$ cat config.mk
export PLATFORM = sky130hd
export DESIGN_NAME = axi_ar_sid_arbiter
export DESIGN_NICKNAME = d
export VERILOG_FILES = /design/src/rtl/axi_arb_pkg.sv /design/src/rtl/axi_ar_sid_arbiter_rr.sv /design/src/rtl/axi_ar_sid_arbiter.sv
export SDC_FILE = /design/constraint.sdc
export NUM_CORES = 1
export LEC_CHECK = 0
export ABC_AREA = 1
export CAP_MARGIN = 10
export CORE_MARGIN = 2
export CORE_UTILIZATION = 39
export CTS_CLUSTER_DIAMETER = 100
export CTS_CLUSTER_SIZE = 8
export DETAILED_ROUTE_END_ITERATION = 6
export PLACE_DENSITY = 0.83
export SYNTH_ARGS = -nofsm -noshare
export SYNTH_HDL_FRONTEND = slang
export SYNTH_SLANG_ARGS = --single-unit
$ cat constraint.sdc
create_clock -name aclk_i -period 3.9 [get_ports aclk_i]
set_input_delay 0.78 -clock aclk_i [delete_from_list [all_inputs] [get_ports aclk_i]]
set_output_delay 0.78 -clock aclk_i [all_outputs]
set_load 0.01 [all_outputs]
$ cat src/rtl/axi_arb_pkg.sv
// Shared types and parameter helpers for the AXI5 AR stream-ID arbiter.
// The payload struct is sized for the default configuration of the top level.
package axi_arb_pkg;

  localparam int AR_ADDR_W   = 16;
  localparam int AR_ID_W     = 4;
  localparam int AR_SECSID_W = 1;
  localparam int AR_SID_W    = 3;
  localparam int AR_SSID_W   = 6;

  typedef struct packed {
    logic [AR_ADDR_W-1:0]   addr;
    logic [AR_ID_W-1:0]     id;
    logic [7:0]             len;
    logic [2:0]             size;
    logic [1:0]             burst;
    logic [AR_SECSID_W-1:0] secsid;
    logic [AR_SID_W-1:0]    sid;
    logic [AR_SSID_W-1:0]   ssid;
    logic                   ssidv;
  } ar_payload_t;

  // Requester count must be a power of two so every RID prefix maps to a requester.
  function automatic bit num_req_legal(input int n);
    return (n >= 2) && (n <= 8) && ((n & (n - 1)) == 0);
  endfunction

endpackage

$ cat src/rtl/axi_ar_sid_arbiter_rr.sv
// Round-robin grant logic: searches upward from ptr with wrap and returns a one-hot grant.
// The grant is forced to zero whenever the update enable is low.
module rr_arbiter #(
  parameter  int NUM_REQ = 4,
  localparam int PTR_W   = $clog2(NUM_REQ)
) (
  input  logic [NUM_REQ-1:0] req_i,
  input  logic [PTR_W-1:0]   ptr_i,
  input  logic               en_i,
  output logic [NUM_REQ-1:0] grant_o
);

  always_comb begin
    logic             found;
    logic [PTR_W-1:0] idx;
    grant_o = '0;
    found   = 1'b0;
    idx     = '0;
    for (int off = 0; off < NUM_REQ; off++) begin
      idx = ptr_i + PTR_W'(off);
      if (en_i && !found && req_i[idx]) begin
        grant_o[idx] = 1'b1;
        found        = 1'b1;
      end
    end
  end

endmodule

$ cat src/rtl/axi_ar_sid_arbiter.sv
// Shares one AXI5 AR channel among NUM_REQ read engines with stream-ID tagging,
// routes R beats back by ARID prefix and limits outstanding bursts per requester.
module axi_ar_sid_arbiter
  import axi_arb_pkg::*;
#(
  parameter int NUM_REQ      = 4,
  parameter int ADDR_WIDTH   = 16,
  parameter int DATA_WIDTH   = 32,
  parameter int ID_IN_WIDTH  = 2,
  parameter int ID_R_WIDTH   = ID_IN_WIDTH + $clog2(NUM_REQ),
  parameter int RRESP_WIDTH  = 3,
  parameter int SECSID_WIDTH = 1,
  parameter int SID_WIDTH    = 3,
  parameter int SSID_WIDTH   = 6,
  parameter int MAX_OUTST    = 4
) (
  input  logic                             aclk_i,
  input  logic                             areset_i,
  input  logic [NUM_REQ-1:0]               s_arvalid_i,
  output logic [NUM_REQ-1:0]               s_arready_o,
  input  logic [NUM_REQ*ADDR_WIDTH-1:0]    s_araddr_i,
  input  logic [NUM_REQ*ID_IN_WIDTH-1:0]   s_arid_i,
  input  logic [NUM_REQ*8-1:0]             s_arlen_i,
  input  logic [NUM_REQ*3-1:0]             s_arsize_i,
  input  logic [NUM_REQ*2-1:0]             s_arburst_i,
  input  logic [NUM_REQ*SECSID_WIDTH-1:0]  s_secsid_i,
  input  logic [NUM_REQ*SID_WIDTH-1:0]     s_sid_i,
  input  logic [NUM_REQ*SSID_WIDTH-1:0]    s_ssid_i,
  input  logic [NUM_REQ-1:0]               s_ssidv_i,
  output logic                             m_arvalid_o,
  input  logic                             m_arready_i,
  output logic [ADDR_WIDTH-1:0]            m_araddr_o,
  output logic [ID_R_WIDTH-1:0]            m_arid_o,
  output logic [7:0]                       m_arlen_o,
  output logic [2:0]                       m_arsize_o,
  output logic [1:0]                       m_arburst_o,
  output logic [SECSID_WIDTH-1:0]          m_arsecsid_o,
  output logic [SID_WIDTH-1:0]             m_arsid_o,
  output logic [SSID_WIDTH-1:0]            m_arssid_o,
  output logic                             m_arssidv_o,
  input  logic                             m_rvalid_i,
  output logic                             m_rready_o,
  input  logic [ID_R_WIDTH-1:0]            m_rid_i,
  input  logic [DATA_WIDTH-1:0]            m_rdata_i,
  input  logic [RRESP_WIDTH-1:0]           m_rresp_i,
  input  logic                             m_rlast_i,
  output logic [NUM_REQ-1:0]               s_rvalid_o,
  input  logic [NUM_REQ-1:0]               s_rready_i,
  output logic [ID_IN_WIDTH-1:0]           s_rid_o,
  output logic [DATA_WIDTH-1:0]            s_rdata_o,
  output logic [RRESP_WIDTH-1:0]           s_rresp_o,
  output logic                             s_rlast_o,
  output logic                             err_unroutable_o,
  output logic                             err_underflow_o
);

  localparam int IDX_W  = $clog2(NUM_REQ);
  localparam int RIDX_W = ID_R_WIDTH - ID_IN_WIDTH;

  if (!num_req_legal(NUM_REQ) || MAX_OUTST < 1 || MAX_OUTST > 15 ||
      ADDR_WIDTH != AR_ADDR_W || ID_R_WIDTH != AR_ID_W || SECSID_WIDTH != AR_SECSID_W ||
      SID_WIDTH != AR_SID_W || SSID_WIDTH != AR_SSID_W) begin : g_param_check
    $error("axi_ar_sid_arbiter: unsupported parameterisation");
  end

  ar_payload_t          arQ, arD;
  logic                 mArvalid_q;
  logic [IDX_W-1:0]     ptr_q;
  logic [3:0]           outstCnt_q [NUM_REQ];
  logic [3:0]           outstCnt_d [NUM_REQ];
  logic                 errUnroutable_q, errUnderflow_q;

  logic [NUM_REQ-1:0]   eligible, grant;
  logic                 loadOk, anyGrant;
  logic [IDX_W-1:0]     grantIdx;
  logic [RIDX_W-1:0]    rIdx;
  logic                 routable, rReadySel, rHs, lastHs;
  logic [3:0]           rCnt;

  // Reset gates the load so no requester sees s_arready while the block is held.
  assign loadOk   = !areset_i && (!mArvalid_q || m_arready_i);
  assign anyGrant = |grant;

  always_comb begin
    for (int i = 0; i < NUM_REQ; i++) begin
      eligible[i] = s_arvalid_i[i] && (outstCnt_q[i] < 4'(MAX_OUTST));
    end
  end

  rr_arbiter #(.NUM_REQ(NUM_REQ)) u_rr (
    .req_i   (eligible),
    .ptr_i   (ptr_q),
    .en_i    (loadOk),
    .grant_o (grant)
  );

  assign s_arready_o = grant;

  always_comb begin
    arD      = '0;
    grantIdx = '0;
    for (int i = 0; i < NUM_REQ; i++) begin
      if (grant[i]) begin
        grantIdx   = IDX_W'(i);
        arD.addr   = s_araddr_i[i*ADDR_WIDTH +: ADDR_WIDTH];
        arD.id     = {RIDX_W'(i), s_arid_i[i*ID_IN_WIDTH +: ID_IN_WIDTH]};
        arD.len    = s_arlen_i[i*8 +: 8];
        arD.size   = s_arsize_i[i*3 +: 3];
        arD.burst  = s_arburst_i[i*2 +: 2];
        arD.secsid = s_secsid_i[i*SECSID_WIDTH +: SECSID_WIDTH];
        arD.sid    = s_sid_i[i*SID_WIDTH +: SID_WIDTH];
        arD.ssid   = s_ssid_i[i*SSID_WIDTH +: SSID_WIDTH];
        arD.ssidv  = s_ssidv_i[i];
      end
    end
  end

  assign rIdx = m_rid_i[ID_R_WIDTH-1:ID_IN_WIDTH];

  // Decode the RID prefix by comparison so an out-of-range prefix never indexes past NUM_REQ.
  always_comb begin
    s_rvalid_o = '0;
    rReadySel  = 1'b0;
    routable   = 1'b0;
    rCnt       = '0;
    for (int i = 0; i < NUM_REQ; i++) begin
      if (rIdx == RIDX_W'(i)) begin
        routable      = 1'b1;
        s_rvalid_o[i] = m_rvalid_i;
        rReadySel     = s_rready_i[i];
        rCnt          = outstCnt_q[i];
      end
    end
  end

  assign m_rready_o = routable ? rReadySel : 1'b1;
  assign rHs        = m_rvalid_i && m_rready_o;
  assign lastHs     = rHs && m_rlast_i && routable;
  assign s_rid_o    = m_rid_i[ID_IN_WIDTH-1:0];
  assign s_rdata_o  = m_rdata_i;
  assign s_rresp_o  = m_rresp_i;
  assign s_rlast_o  = m_rlast_i;

  always_comb begin
    for (int i = 0; i < NUM_REQ; i++) begin
      logic inc, dec;
      inc           = grant[i];
      dec           = lastHs && (rIdx == RIDX_W'(i)) && (outstCnt_q[i] != 4'd0);
      outstCnt_d[i] = outstCnt_q[i];
      if (inc && !dec && outstCnt_q[i] != 4'hF) begin
        outstCnt_d[i] = outstCnt_q[i] + 4'd1;
      end else if (dec && !inc) begin
        outstCnt_d[i] = outstCnt_q[i] - 4'd1;
      end
    end
  end

  always_ff @(posedge aclk_i) begin
    if (areset_i) begin
      arQ             <= '0;
      mArvalid_q      <= 1'b0;
      ptr_q           <= '0;
      errUnroutable_q <= 1'b0;
      errUnderflow_q  <= 1'b0;
      for (int i = 0; i < NUM_REQ; i++) begin
        outstCnt_q[i] <= '0;
      end
    end else begin
      if (anyGrant) begin
        arQ        <= arD;
        mArvalid_q <= 1'b1;
        ptr_q      <= grantIdx + IDX_W'(1);
      end else if (m_arready_i) begin
        mArvalid_q <= 1'b0;
      end
      errUnroutable_q <= rHs && !routable;
      errUnderflow_q  <= lastHs && (rCnt == 4'd0);
      for (int i = 0; i < NUM_REQ; i++) begin
        outstCnt_q[i] <= outstCnt_d[i];
      end
    end
  end

  assign m_arvalid_o      = mArvalid_q;
  assign m_araddr_o       = arQ.addr;
  assign m_arid_o         = arQ.id;
  assign m_arlen_o        = arQ.len;
  assign m_arsize_o       = arQ.size;
  assign m_arburst_o      = arQ.burst;
  assign m_arsecsid_o     = arQ.secsid;
  assign m_arsid_o        = arQ.sid;
  assign m_arssid_o       = arQ.ssid;
  assign m_arssidv_o      = arQ.ssidv;
  assign err_unroutable_o = errUnroutable_q;
  assign err_underflow_o  = errUnderflow_q;

endmodule

Word-level counts from Yosys, hierarchy flattened
Memory sizes are Yosys's and may differ from the RTL's. Cells that the tools add are included.

Bits of input ports: 220. Word-level logic and storage cells: 180. Flip-flop bits (word level): 49. Memories kept: 1. Memory bits (writable): 16.

Bitwise logic cells: 7. Reductions and logical operators: 64. Magnitude comparators: 12. Add/subtract/negate cells: 12. Multiplexer cells: 64. Equality and inequality tests: 7.

Memory list: outstCnt_q (depth 4, width 4, rd ports 4, clocked after memory_dff 0, wr ports 4, RTL line axi_ar_sid_arbiter.sv:69) `logic [3:0] outstCnt_q [NUM_REQ];`.

Operators by type and width (count): $mux W44 (4); $mux W4 (20); $logic_and A1 B1 Y1 (41); $mux W1 (30); $add A4 B1 Y4 const B (4); $lt A4 B3 Y1 const B (4); $ne A4 B4 Y1 const B (4); $reduce_bool A4 Y1 (4); $sub A4 B1 Y4 const B (4); $logic_not A1 Y1 (14); $lt A2 B3 Y1 const B (4); $or A4 B4 Y4 (3); $bmux W1 S2 (4); $demux W1 S2 (4); $ge A2 B1 Y1 const B (4); $add A2 B1 Y2 const B (2); $add A2 B2 Y2 const B (2); $eq A2 B2 Y1 const B (2); $logic_not A4 Y1 (1); $mux W2 (2); $or A1 B1 Y1 (4); $reduce_or A4 Y1 (1); $eq A2 B1 Y1 const B (1); $logic_not A2 Y1 (1); other kinds (2) (2).

Depth between registers and ports, before layout
An unclocked memory read counts as a cell.

Depth in word-level cells: 24. Mapped depth: 19. Depth with buffers taken out: 19.

Cells and area by module
Synthesis repeated with hierarchy kept, for this count alone.

Cells, all modules: 727. Area total of the unflattened synthesis: 4802.1 µm².

By module, submodules not included: axi_ar_sid_arbiter (area an instance 4401.7 µm², times used 1, cells each 661, seq. area each 1301.2 µm²); rr_arbiter (area an instance 400.4 µm², times used 1, cells each 66, seq. area each 0.0 µm²).

Worst setup path before layout
Ideal clock, no wire load.

Path kind: register to register. From: register ptr_q[0]. To: memory outstCnt_q[1][3]. Cell stages (with the launch flop): 19. Slack: 0.984 ns. Period minus slack after synthesis: 2.916 ns. Buffers on the path: 0. Arrival time: 2.803 ns. Cell sequence: dfxtp_1 inv_2 ha_1 inv_1 nand3_2 nand2_2 inv_2 nor2_8 nand3_1 nand3_2 nand2_1 ha_1 and3_1 a211oi_1 nand3_1 o21ai_0 nand2_1 nand2_1 nor2_1.

RTL lines: start: declaration (RTL line axi_ar_sid_arbiter.sv:68) `logic [IDX_W-1:0] ptr_q;`; start signal: assignment (RTL line axi_ar_sid_arbiter.sv:172) `ptr_q <= grantIdx + IDX_W'(1);`; end: declaration (RTL line axi_ar_sid_arbiter.sv:69).

Worst setup path in the final report
From: input areset_i. To: output s_arready_o[0].

Word-level cells in the longest chain between the ends: 16. Elaborated cells on any way between the ends: 22.

Ends and longest elaborated chain: start: declaration (RTL line axi_ar_sid_arbiter.sv:18) `input logic areset_i,`; $logic_not A1 Y1 * (RTL line axi_ar_sid_arbiter.sv:81) `assign loadOk = !areset_i && (!mArvalid_q || m_arready_i);`; $logic_and A1 B1 Y1 * (RTL line axi_ar_sid_arbiter.sv:81); $logic_and A1 B1 Y1 (RTL line axi_ar_sid_arbiter_rr.sv:21) `if (en_i && !found && req_i[idx]) begin`; $mux W1 (RTL line axi_ar_sid_arbiter_rr.sv:21); $logic_not A1 Y1 (RTL line axi_ar_sid_arbiter_rr.sv:21); $logic_and A1 B1 Y1 (2 in a row) (RTL line axi_ar_sid_arbiter_rr.sv:21); $mux W1 (RTL line axi_ar_sid_arbiter_rr.sv:21); $logic_not A1 Y1 (RTL line axi_ar_sid_arbiter_rr.sv:21); $logic_and A1 B1 Y1 (2 in a row) (RTL line axi_ar_sid_arbiter_rr.sv:21); $mux W1 (RTL line axi_ar_sid_arbiter_rr.sv:21); $logic_not A1 Y1 (RTL line axi_ar_sid_arbiter_rr.sv:21); $logic_and A1 B1 Y1 (2 in a row) (RTL line axi_ar_sid_arbiter_rr.sv:21); $mux W4 * (RTL line axi_ar_sid_arbiter_rr.sv:21); end: declaration (RTL line axi_ar_sid_arbiter.sv:20) `output logic [NUM_REQ-1:0] s_arready_o,`.

Every way passes the cells marked *; elsewhere a longest branch is shown, timed or not.

==> summary.md <==
| Metric | Value |
|---|---|
| Vias in the first global route | `5706` |
| Final WL | `18100 microns` |
| Final setup violation count | `0` |
| # Post-CTS Setup Buffers | `0` |
| Synthesized-area fraction occupied by adder cells | `0.0480` |
| Slew margin rel. | `0.378` |
| Synth Flop Type | `dfxtp_1` |
| Cts repair resizes | `0` |
| Synth area leaders | `dfxtp_1 24%, nand2_1 19%, nand3_1 6.8%` |
| Total power | `0.00597 W` |
| Clock Latency Late Sink | `340 ps` |
| Total Nets Final | `1269` |
| Largest buffer count on any clock path | `2` |
| Max-slew violation count | `0` |
| Final hold vios | `0` |
| Share of layout cells above drive strength 1 | `0.104` |
| CP endpoint kind | `primary output` |
| Clk sinks | `65` |
| Share of the synthesized area in the top cell type | `0.245` |
| R2R Setup Slk | `540 ps` |
| EDFF count, synth | `0` |
| DRT Pass-1 Iters | `5` |
| Via count | `6090` |
| Global route overflow | `0` |
| Synth Area in Compound Gates | `0.149` |
| Post-detail-place hpwl | `13600 microns` |
| Fin crit share | `0.952` |
| Max VDD drop | `0.333 mV` |
| Reg-to-reg startpoint | `ptr_q[0]` |
| TritonCTS clock tree | `built` |
| Pleak | `3.45 nW` |
| RSZ-0062 raised after global routing | `false` |
| Die Ht | `121 microns` |
| Port Buffers | `239` |
| Setup WS post-layout | `187 ps` |
| Htree depth | `3` |
| Post-route minimum period | `3710 ps` |
| XOR/XNOR Fraction of Synth Area | `0.00659` |
| Sequential element share of the synthesized area | `0.245` |
| WL/cell | `14.9 microns` |
| Worst hold path depth | `2` |
| Synthesized instance count | `844` |
| Slew of the pin with the lowest slew margin | `929 ps` |
| First-pass GRT wire length | `28300 microns` |
| Routed Antenna Nets | `0` |
| All-Layer GR Usage | `0.244` |
| Num CTS Buffers | `9` |
| Pin count of the biggest net entering global routing | `46` |
| Residual DRC | `0` |
| Dpl ws | `137 ps` |
| Largest family of logic cells by synthesized area | `simple AND/OR/NAND/NOR gates` |
| Die Wd | `121 microns` |
| Final core utilization | `0.594` |
| Synth Area in Simple Gates | `0.423` |
| Hold buffers post-CTS | `0` |
| Initial core utilization | `0.400` |
| Hold Crit Endpoint | `m_arid_o[2]` |
| Initial DRC Count | `380` |
| Routability cong. | `0.858` |
| Cell taking the most area after synthesis | `dfxtp_1` |
| Hold Path Origin | `m_arid_o[2]` |
| P per Cell Area | `757 mW/mm^2` |
| Status | `completed` |
| Core area | `0.0133 sq mm` |
| Arr. time, crit path | `2930 ps` |
| Ys async rst share | `0` |
| Clk slew on worst S/H paths | `60 ps` |
| # IOs | `314` |
| Syn_nets | `1082` |
| Mux cell area share after synthesis | `0` |
| Worst flop-to-flop path endpoint | `outstCnt_q[1][3]` |
| CP Launch Point | `areset_i` |
| Fmax | `269 MHz` |
| Startpoint Class | `input pin` |
| Min-Delay Path Class | `register to register` |
| Yosys Warn Count | `0` |
| CP max FO | `5` |
| Post-Synthesis Cell Area | `0.00531 sq mm` |
| Syn avg cell area | `6.30 sq um` |
| Vias/cell | `5.02` |
| Initial antenna violation count | `1` |
| Synthesis-stage register bit count | `65` |
| Setup Skew | `6.72 ps` |
| Number of diodes | `0` |
| Yosys cell types | `39` |
| Maxcap violations | `0` |
| Critical path class | `input pin to primary output` |
| Root Buffer | `clkbuf_16` |
| Die area | `0.0146 sq mm` |
| Area grow syn2layout | `48.6%` |
| R2r worst-path depth | `18` |
| Rows | `42` |
| CP Data Required Time | `3120 ps` |
| TNS Setup | `0 ps` |
-- Yosys cell counts (5+ instances only) --
| cell | number |
|---|---|
| nand2_1 | 270 |
| nor2_1 | 92 |
| nand3_1 | 72 |
| dfxtp_1 | 65 |
| o21ai_0 | 50 |
| a21oi_1 | 48 |
| buf_4 | 42 |
| inv_1 | 34 |
| a21oi_2 | 20 |
| buf_2 | 17 |
| clkbuf_1 | 15 |
| nor2_2 | 15 |
| ha_1 | 14 |
| o21ai_1 | 13 |
| nand2_4 | 12 |
| nand3_2 | 10 |
| inv_2 | 6 |
| nand2_2 | 5 |
-- how the worst max path moves through the flow --
stage | to | slack (ps) | cells after the start
after floorplan | outstCnt_q[1][3] | 980 | 18
after global placement | s_arready_o[0] | 290 | 9
after detailed placement | outstCnt_q[1][3] | 140 | 17
after CTS | s_arready_o[0] | 210 | 9
after global routing | s_arready_o[0] | 70 | 9
final | s_arready_o[0] | 190 | 9
-- metrics by stage --
step,instances,cell area [sq um],hold slack [ps]
2_1_floorplan,844,5310,466
3_3_place_gp,1196,7560,455
3_5_place_dp,1196,7560,458
4_1_cts,1212,7900,466
5_1_grt,1212,7900,498
6_report,1212,7900,462
-- cell usage in the layout, fill, tap and decap left out, drive strengths merged --
| cell | instances |
|---|---|
| nand2 | 288 |
| inv | 40 |
| and3 | 4 |
| clkinvlp | 1 |
| o21ai | 63 |
| o41ai | 2 |
| o211ai | 1 |
| buf | 17 |
| bufinv | 2 |
| clkbuf | 11 |
| nand4 | 5 |
| dfxtp | 65 |
| a21o | 1 |
| and2 | 2 |
| clkinv | 4 |
| a211oi | 4 |
| clkdlybuf4s50 | 239 |
| fa | 4 |
| ha | 14 |
| nor3 | 4 |
| nand3 | 82 |
| conb | 1 |
| a21oi | 68 |
| nor2 | 110 |
| xnor2 | 4 |
-- cell families after synthesis --
kind of cell | Yosys count
compound gates | 139
fa+ha+maj | 18
flops | 65
simple gates | 495
buf+inv | 122
other cells | 1
xor+xnor | 4
-- power breakdown --
part	internal, W	total [W]	switching, W
registers	0.000897	0.00107	0.000173
clock network	0.000592	0.000907	0.000315
logic	0.00154	0.00400	0.00246
-- cell type report --
type | instances | area, sq um
sequential | 65 | 1300
tap | 176 | 220
clock buffer | 11 | 253
multi-input combinational | 657 | 3340
inverter | 42 | 160
clock inverter | 5 | 77.6
timing repair buffer | 256 | 2540
fill | 1250 | 5400
-- sequential cells by signal (all words and copies together) (netlist names) --
name,count
err_underflow_o,1
err_unroutable_o,1
m_araddr_o,16
m_arburst_o,2
m_arid_o,4
m_arlen_o,8
m_arsecsid_o,1
m_arsid_o,3
m_arsize_o,3
m_arssid_o,6
m_arssidv_o,1
m_arvalid_o,1
outstCnt_q,16
ptr_q,2
-- routing by layer --
| layer | global-route usage | part of all wire | vias to the layer above |
|---|---|---|---|
| li1 | - | - | 3064 |
| met1 | 0.284 | 0.42 | 2759 |
| met2 | 0.425 | 0.49 | 225 |
| met3 | 0.0613 | 0.071 | 40 |
| met4 | 0.104 | 0.025 | 2 |
| met5 | 0 | 0.00061 | - |
-- worst max-delay path, stage by stage --
cell	delay (ps)
clkdlybuf4s50_1	490
nor2_1	330
inv_1	110
nor2_1	280
nand2_1	80
nand2_1	80
clkinv_1	70
nand3_2	120
clkdlybuf4s50_1	580
Note: power is estimated with default switching activity, not from simulation.
